### src/rtl/shadow_centroid.sv
// shadow_centroid: accumulates the shadow-mask pixel coordinates over a frame.
// At end of frame it divides the coordinate sums by the pixel count with a
// restoring shift-subtract divider, so x_out/y_out give the mask centroid.
// The x and y divisions run in parallel, one quotient bit per cycle.
// Optional feature: defining SHADOW_CENTROID_MIN_COUNT_EN makes the block ignore
// any frame with fewer than MIN_PIXELS mask pixels.
module shadow_centroid #(
  parameter int MIN_PIXELS = 64,
  parameter int DIV_CYCLES = 32
) (
  input  logic        clk_in,
  input  logic        rst_in,
  input  logic [10:0] hcount_in,
  input  logic [9:0]  vcount_in,
  input  logic        valid_in,
  input  logic        frame_done_in,
  output logic [10:0] x_out,
  output logic [9:0]  y_out,
  output logic        valid_out,
  output logic        busy_out
);

  // SW is the sum width. RW holds a partial remainder, which is always below
  // twice the divisor, so it needs one bit more than the count.
  localparam int SW  = DIV_CYCLES;
  localparam int CW  = 21;
  localparam int RW  = CW + 1;
  localparam int ITW = $clog2(DIV_CYCLES + 1);

  typedef enum logic [1:0] {ACCUM, DIVIDE, OUTPUT} state_t;

  state_t state_q, state_d;

  // Lane 0 is x, lane 1 is y.
  logic [1:0][SW-1:0] coord;
  logic [1:0][SW-1:0] sum_q, sum_d, sum_inc;
  logic [CW-1:0]      count_q, count_d, count_inc;

  logic [1:0][SW-1:0] dvd_q, dvd_d, dvd_next;
  logic [1:0][RW-1:0] rem_q, rem_d, rem_next, rem_shift;
  logic [1:0]         ge;
  logic [CW-1:0]      div_q, div_d;
  logic [ITW-1:0]     iter_q, iter_d;

  logic [10:0] x_q, x_d;
  logic [9:0]  y_q, y_d;

  logic snap_en;
  logic last_iter;
  logic usable;

  assign coord[0]  = SW'(hcount_in);
  assign coord[1]  = SW'(vcount_in);
  assign count_inc = count_q + CW'(valid_in);
  assign last_iter = (iter_q == ITW'(DIV_CYCLES - 1));

  // A pixel that arrives together with frame_done still belongs to the frame
  // being closed, so the snapshot is taken from the incremented sums.
  genvar gi;
  generate
    for (gi = 0; gi < 2; gi++) begin : g_lane
      assign sum_inc[gi]   = sum_q[gi] + (valid_in ? coord[gi] : '0);
      assign rem_shift[gi] = {rem_q[gi][RW-2:0], dvd_q[gi][SW-1]};
      assign ge[gi]        = (rem_shift[gi] >= RW'(div_q));
      assign rem_next[gi]  = ge[gi] ? (rem_shift[gi] - RW'(div_q)) : rem_shift[gi];
      assign dvd_next[gi]  = {dvd_q[gi][SW-2:0], ge[gi]};
    end
  endgenerate

  // Decide whether the snapshot count is worth dividing.
`ifdef SHADOW_CENTROID_MIN_COUNT_EN
  assign usable = (count_inc >= CW'(MIN_PIXELS));
`else
  assign usable = (count_inc != '0);
  localparam int unused_min_pixels = MIN_PIXELS;
`endif

  // Quotient bits above the output widths are always zero for in-range
  // coordinates; the remainder MSB is never shifted out.
  logic unused_bits;
  assign unused_bits = ^{dvd_next[0][SW-1:11], dvd_next[1][SW-1:10],
                         rem_q[0][RW-1], rem_q[1][RW-1]};

  // Next-state logic: a snapshot is taken only in ACCUM; a frame end seen in
  // DIVIDE or OUTPUT is dropped (accumulators still clear).
  always_comb begin
    state_d = state_q;
    snap_en = 1'b0;
    case (state_q)
      ACCUM: begin
        if (frame_done_in) begin
          snap_en = 1'b1;
          if (usable) state_d = DIVIDE;
        end
      end
      DIVIDE: begin
        if (last_iter) state_d = OUTPUT;
      end
      OUTPUT: begin
        state_d = ACCUM;
      end
      default: state_d = ACCUM;
    endcase
  end

  // Accumulator, divider and output register next values.
  always_comb begin
    sum_d   = sum_inc;
    count_d = count_inc;
    dvd_d   = dvd_q;
    rem_d   = rem_q;
    div_d   = div_q;
    iter_d  = iter_q;
    x_d     = x_q;
    y_d     = y_q;
    if (frame_done_in) begin
      sum_d   = '0;
      count_d = '0;
    end
    if (snap_en) begin
      dvd_d  = sum_inc;
      rem_d  = '0;
      div_d  = count_inc;
      iter_d = '0;
    end else if (state_q == DIVIDE) begin
      dvd_d  = dvd_next;
      rem_d  = rem_next;
      iter_d = iter_q + ITW'(1);
      if (last_iter) begin
        x_d = dvd_next[0][10:0];
        y_d = dvd_next[1][9:0];
      end
    end
  end

  // State and datapath registers; reset discards any pending division.
  always_ff @(posedge clk_in) begin
    if (rst_in) begin
      state_q <= ACCUM;
      sum_q   <= '0;
      count_q <= '0;
      dvd_q   <= '0;
      rem_q   <= '0;
      div_q   <= '0;
      iter_q  <= '0;
      x_q     <= '0;
      y_q     <= '0;
    end else begin
      state_q <= state_d;
      sum_q   <= sum_d;
      count_q <= count_d;
      dvd_q   <= dvd_d;
      rem_q   <= rem_d;
      div_q   <= div_d;
      iter_q  <= iter_d;
      x_q     <= x_d;
      y_q     <= y_d;
    end
  end

  assign x_out     = x_q;
  assign y_out     = y_q;
  assign valid_out = (state_q == OUTPUT);
  assign busy_out  = (state_q == DIVIDE);

endmodule
### config.mk
export PLATFORM = sky130hd
export DESIGN_NAME = shadow_centroid
export DESIGN_NICKNAME = d
export VERILOG_FILES = /design/src/rtl/shadow_centroid.sv
export SDC_FILE = /design/constraint.sdc
export NUM_CORES = 1
export LEC_CHECK = 0
export BUFFER_PORTS_ARGS = -buffer_cell sky130_fd_sc_hd__buf_2
export CAP_MARGIN = 10
export CORE_MARGIN = 8
export CORE_UTILIZATION = 50
export CTS_CLUSTER_SIZE = 25
export DETAILED_ROUTE_END_ITERATION = 12
export HOLD_SLACK_MARGIN = 0.15
export PLACE_DENSITY = 0.77
export SLEW_MARGIN = 30
export SYNTH_ARGS = -nofsm -noshare
export SYNTH_HDL_FRONTEND = slang
export SYNTH_SLANG_ARGS = --single-unit
### constraint.sdc
create_clock -name clk_in -period 5 [get_ports clk_in]
set_input_delay 0.75 -clock clk_in [delete_from_list [all_inputs] [get_ports clk_in]]
set_output_delay 0.75 -clock clk_in [all_outputs]
set_load 0.01 [all_outputs]
==> impl_metrics.ini <==
[status]
outcome = finished clean

[routing]
drt-initial-drc-count = 898
antenna_left = 0
drc = 0
finalWirelength_mm = 32.3
first_pass_iters = 5
via_per_inst = 5.95
wl_per_cell_microns = 17.2
vias = 11200

[clocking]
cts-root-buf = clkbuf_16
clkSinkCount = 241
cts_setup_buffers = 0
numCtsBuffers = 27
cts_resized = 0
clockBufferDepth = 3
cts_tree = yes
clock_latency_ns = 0.56
cts.clk_slew.worst_paths_ns = 0.06
cts-htree-levels = 1
ctsHoldBuffers = 0

[min_path]
min_path_cells = 2
hp-start = y_out[9]
hp-class = register to register
holdPathEnd = y_out[9]

[placement]
routabilityCongestion = 0.876
port_buffers = 47
hpwl_mm = 21.9

[critical_path]
arrival_ns = 3.93
worst_setup_path_end_kind = register
slowest_delay_ns = 0.75
path_cells = inv_1, ha_1, a211oi_1, nor2_1, o41ai_1, a21oi_1, a211oi_4, inv_2, a311oi_1, nor3_1
worst-endpoint-required_ns = 5.39
r2r_start = div_q[7]
cp-start-kind = register
cp_max_fo = 14
worst-r2r-cell-count = 10
path_class = register to register
r2r_slack_ns = 1.46
slowest_stage = a211oi_4
r2r_end = rem_q[38]

[global_routing]
first_global_vias = 10700
overflow = 0
antenna_found_initial = 1
grt_max_degree = 77
grt_usage = 0.203
grt_pass1_wl_mm = 53.5

[sta]
final.setup.tns_ns = 0
setup_viol = 0
hold_viol_final = 0
max_slew_margin = 0.394
rsz0062_at_grt = false
drv_slew = 0
clock_skew_ns = 0.0170
finalCritPeriodShare = 0.708
holdWs_ns = 0.452
tightest_slew_ns = 0.909
period_minus_slack_ns = 3.54
max_freq_mhz = 282

[floorplanning]
die_w_microns = 176
coreArea_sq_um = 25200
die_h_microns = 176
start_util = 0.509
rows = 58
io_pins = 48
die_area_sq_um = 31000

[layout]
final_common_cell = dfxtp_1
layout-drive-gt1-share = 0.0844
diodes = 0
area_growth_pct = 10.7
finalNetCount = 1626
final_cell_mix = dfxtp_1 (241), nor2_1 (186), nand2_1 (116), a21oi_1 (113), ha_1 (66)
fillers = 2213

[synthesis]
synth_edf_count = 0
synth_area_sq_um = 12800
synthTopCellsByArea = dfxtp_1 (38%), ha_1 (6.4%), nor2_1 (5.5%), a21oi_1 (4.4%), xnor2_1 (4.2%)
synth_top_area_share = 0.376
seq_area_frac_synth = 0.376
ys_warn_count = 0
yosys.area.top_type = dfxtp_1
synthArstFlopShare = 0
synth_nets = 1623
synth_cells = 1528
synth_ff_type = dfxtp_1
ys_ff_latch = 241
syn_avg_cell_area_sq_um = 8.39
synth.distinct_cells = 73

[power_and_ir_drop]
pwr-share-comb = 0.283
internal_power_uw = 3840
power_density_nw_per_um2 = 404
power_uw = 5740
switchingPower_uw = 1900
power.share.clock = 0.359
vdd_drop_max_mv = 0.323
p_seq_frac = 0.359
p_sw_frac = 0.330
p_leak_uw = 0.00547

[job]
max_cap_viol_count = 0
## flip-flops by register name, summed over array words and instances (netlist names)
register  flops
iter_q        6
y_out        10
dvd_next     62
rem_q        42
x_out        11
state_q       2
div_q        21
sum_q        64
dvd_q         2
count_q      21
## final cells by class
class / instances / area, sq um / area share
Tap cell: 330 / 413 / 0.0291
Clock inverter: 14 / 179 / 0.0126
Multi-Input combinational cell: 1156 / 7510 / 0.529
Timing Repair Buffer: 63 / 358 / 0.0252
Inverter: 42 / 160 / 0.0113
Sequential cell: 241 / 4820 / 0.340
Clock buffer: 36 / 749 / 0.0528
## kinds of logic (layout without fill, tap and decap cells)
kind of cell	Yosys count	after routing	synth area share
buffers and inverters	131	155	0.0398
muxes	30	30	0.0236
xor gates and xnor gates	110	110	0.0751
DFF	241	241	0.376
and+or+nand+nor	545	545	0.206
adders and majority gates	70	70	0.0706
AOI/OAI and AO/OA	401	401	0.208
## critical path, delay by kind of cell, from the launching register on
kind	cells	cell delay, ns
buffers and inverters	2	0.39
and+or+nand+nor	2	0.17
AOI/OAI and AO/OA	5	2.08
adders and majority gates	1	0.36
DFF	1	0.39
## power groups by stage
| stage | registers, uW | clock network, uW | logic [uW] |
|---|---|---|---|
| CTS | 2060 | 2090 | 1610 |
| detailed placement | 2100 | 0 | 1600 |
| global route | 2070 | 2180 | 1780 |
| finish | 2060 | 2060 | 1620 |
| floorplan | 2080 | 0 | 1260 |
| global placement | 2090 | 0 | 1560 |
## cell usage after synthesis (5+ instances only)
master    instances
dfxtp_1         241
and2_1           43
or2_2             6
nand4b_1          8
a22oi_1          45
nand2_1         116
buf_2             6
o21a_1           10
a21o_1           21
nor3_1           26
inv_1            40
or4_1             6
nor3b_1          10
nand2b_1          7
buf_1            11
o22ai_1          34
nor4_1            8
and4_1           10
nand4_1          27
xor2_1           49
ha_1             66
xnor2_1          61
o21ai_0          54
mux2i_1          28
and3_1           27
nand3b_1          5
o21bai_1          5
o211ai_1         18
a21oi_1         113
nor2b_1          11
nor2_1          187
a211oi_1         38
nand3_1          43
clkbuf_1         70
a221oi_1         14
## worst max-delay path by stage
stage | slack (ns) | cells past startpoint | endpoint | from
floorplan | 1.40 | 13 | dvd_next[25] | valid_in
global placement | 1.19 | 13 | dvd_next[27] | valid_in
detailed placement | 1.09 | 13 | dvd_next[31] | valid_in
CTS | 1.54 | 12 | rem_q[38] | dvd_q[63]
global route | 1.25 | 13 | dvd_next[29] | valid_in
finish | 1.46 | 10 | rem_q[38] | div_q[7]
## per-stage QoR
step / instances / setup slack, ns / cell area (sq um) / util
floorplan: 1528 / 1.40 / 12800 / -
global placement: 1832 / 1.19 / 13300 / 0.527
detailed placement: 1832 / 1.09 / 13300 / 0.527
CTS: 1882 / 1.54 / 14200 / 0.564
global route: 1882 / 1.25 / 14200 / 0.564
finish: 1882 / 1.46 / 14200 / 0.564
## per-layer routing
metal / wire length [microns] / global-route usage
met5: 13 / 0
met4: 881 / 0.0703
met3: 1940 / 0.0335
met2: 14900 / 0.336
met1: 14600 / 0.265
Power figures use the tool's default switching activity.
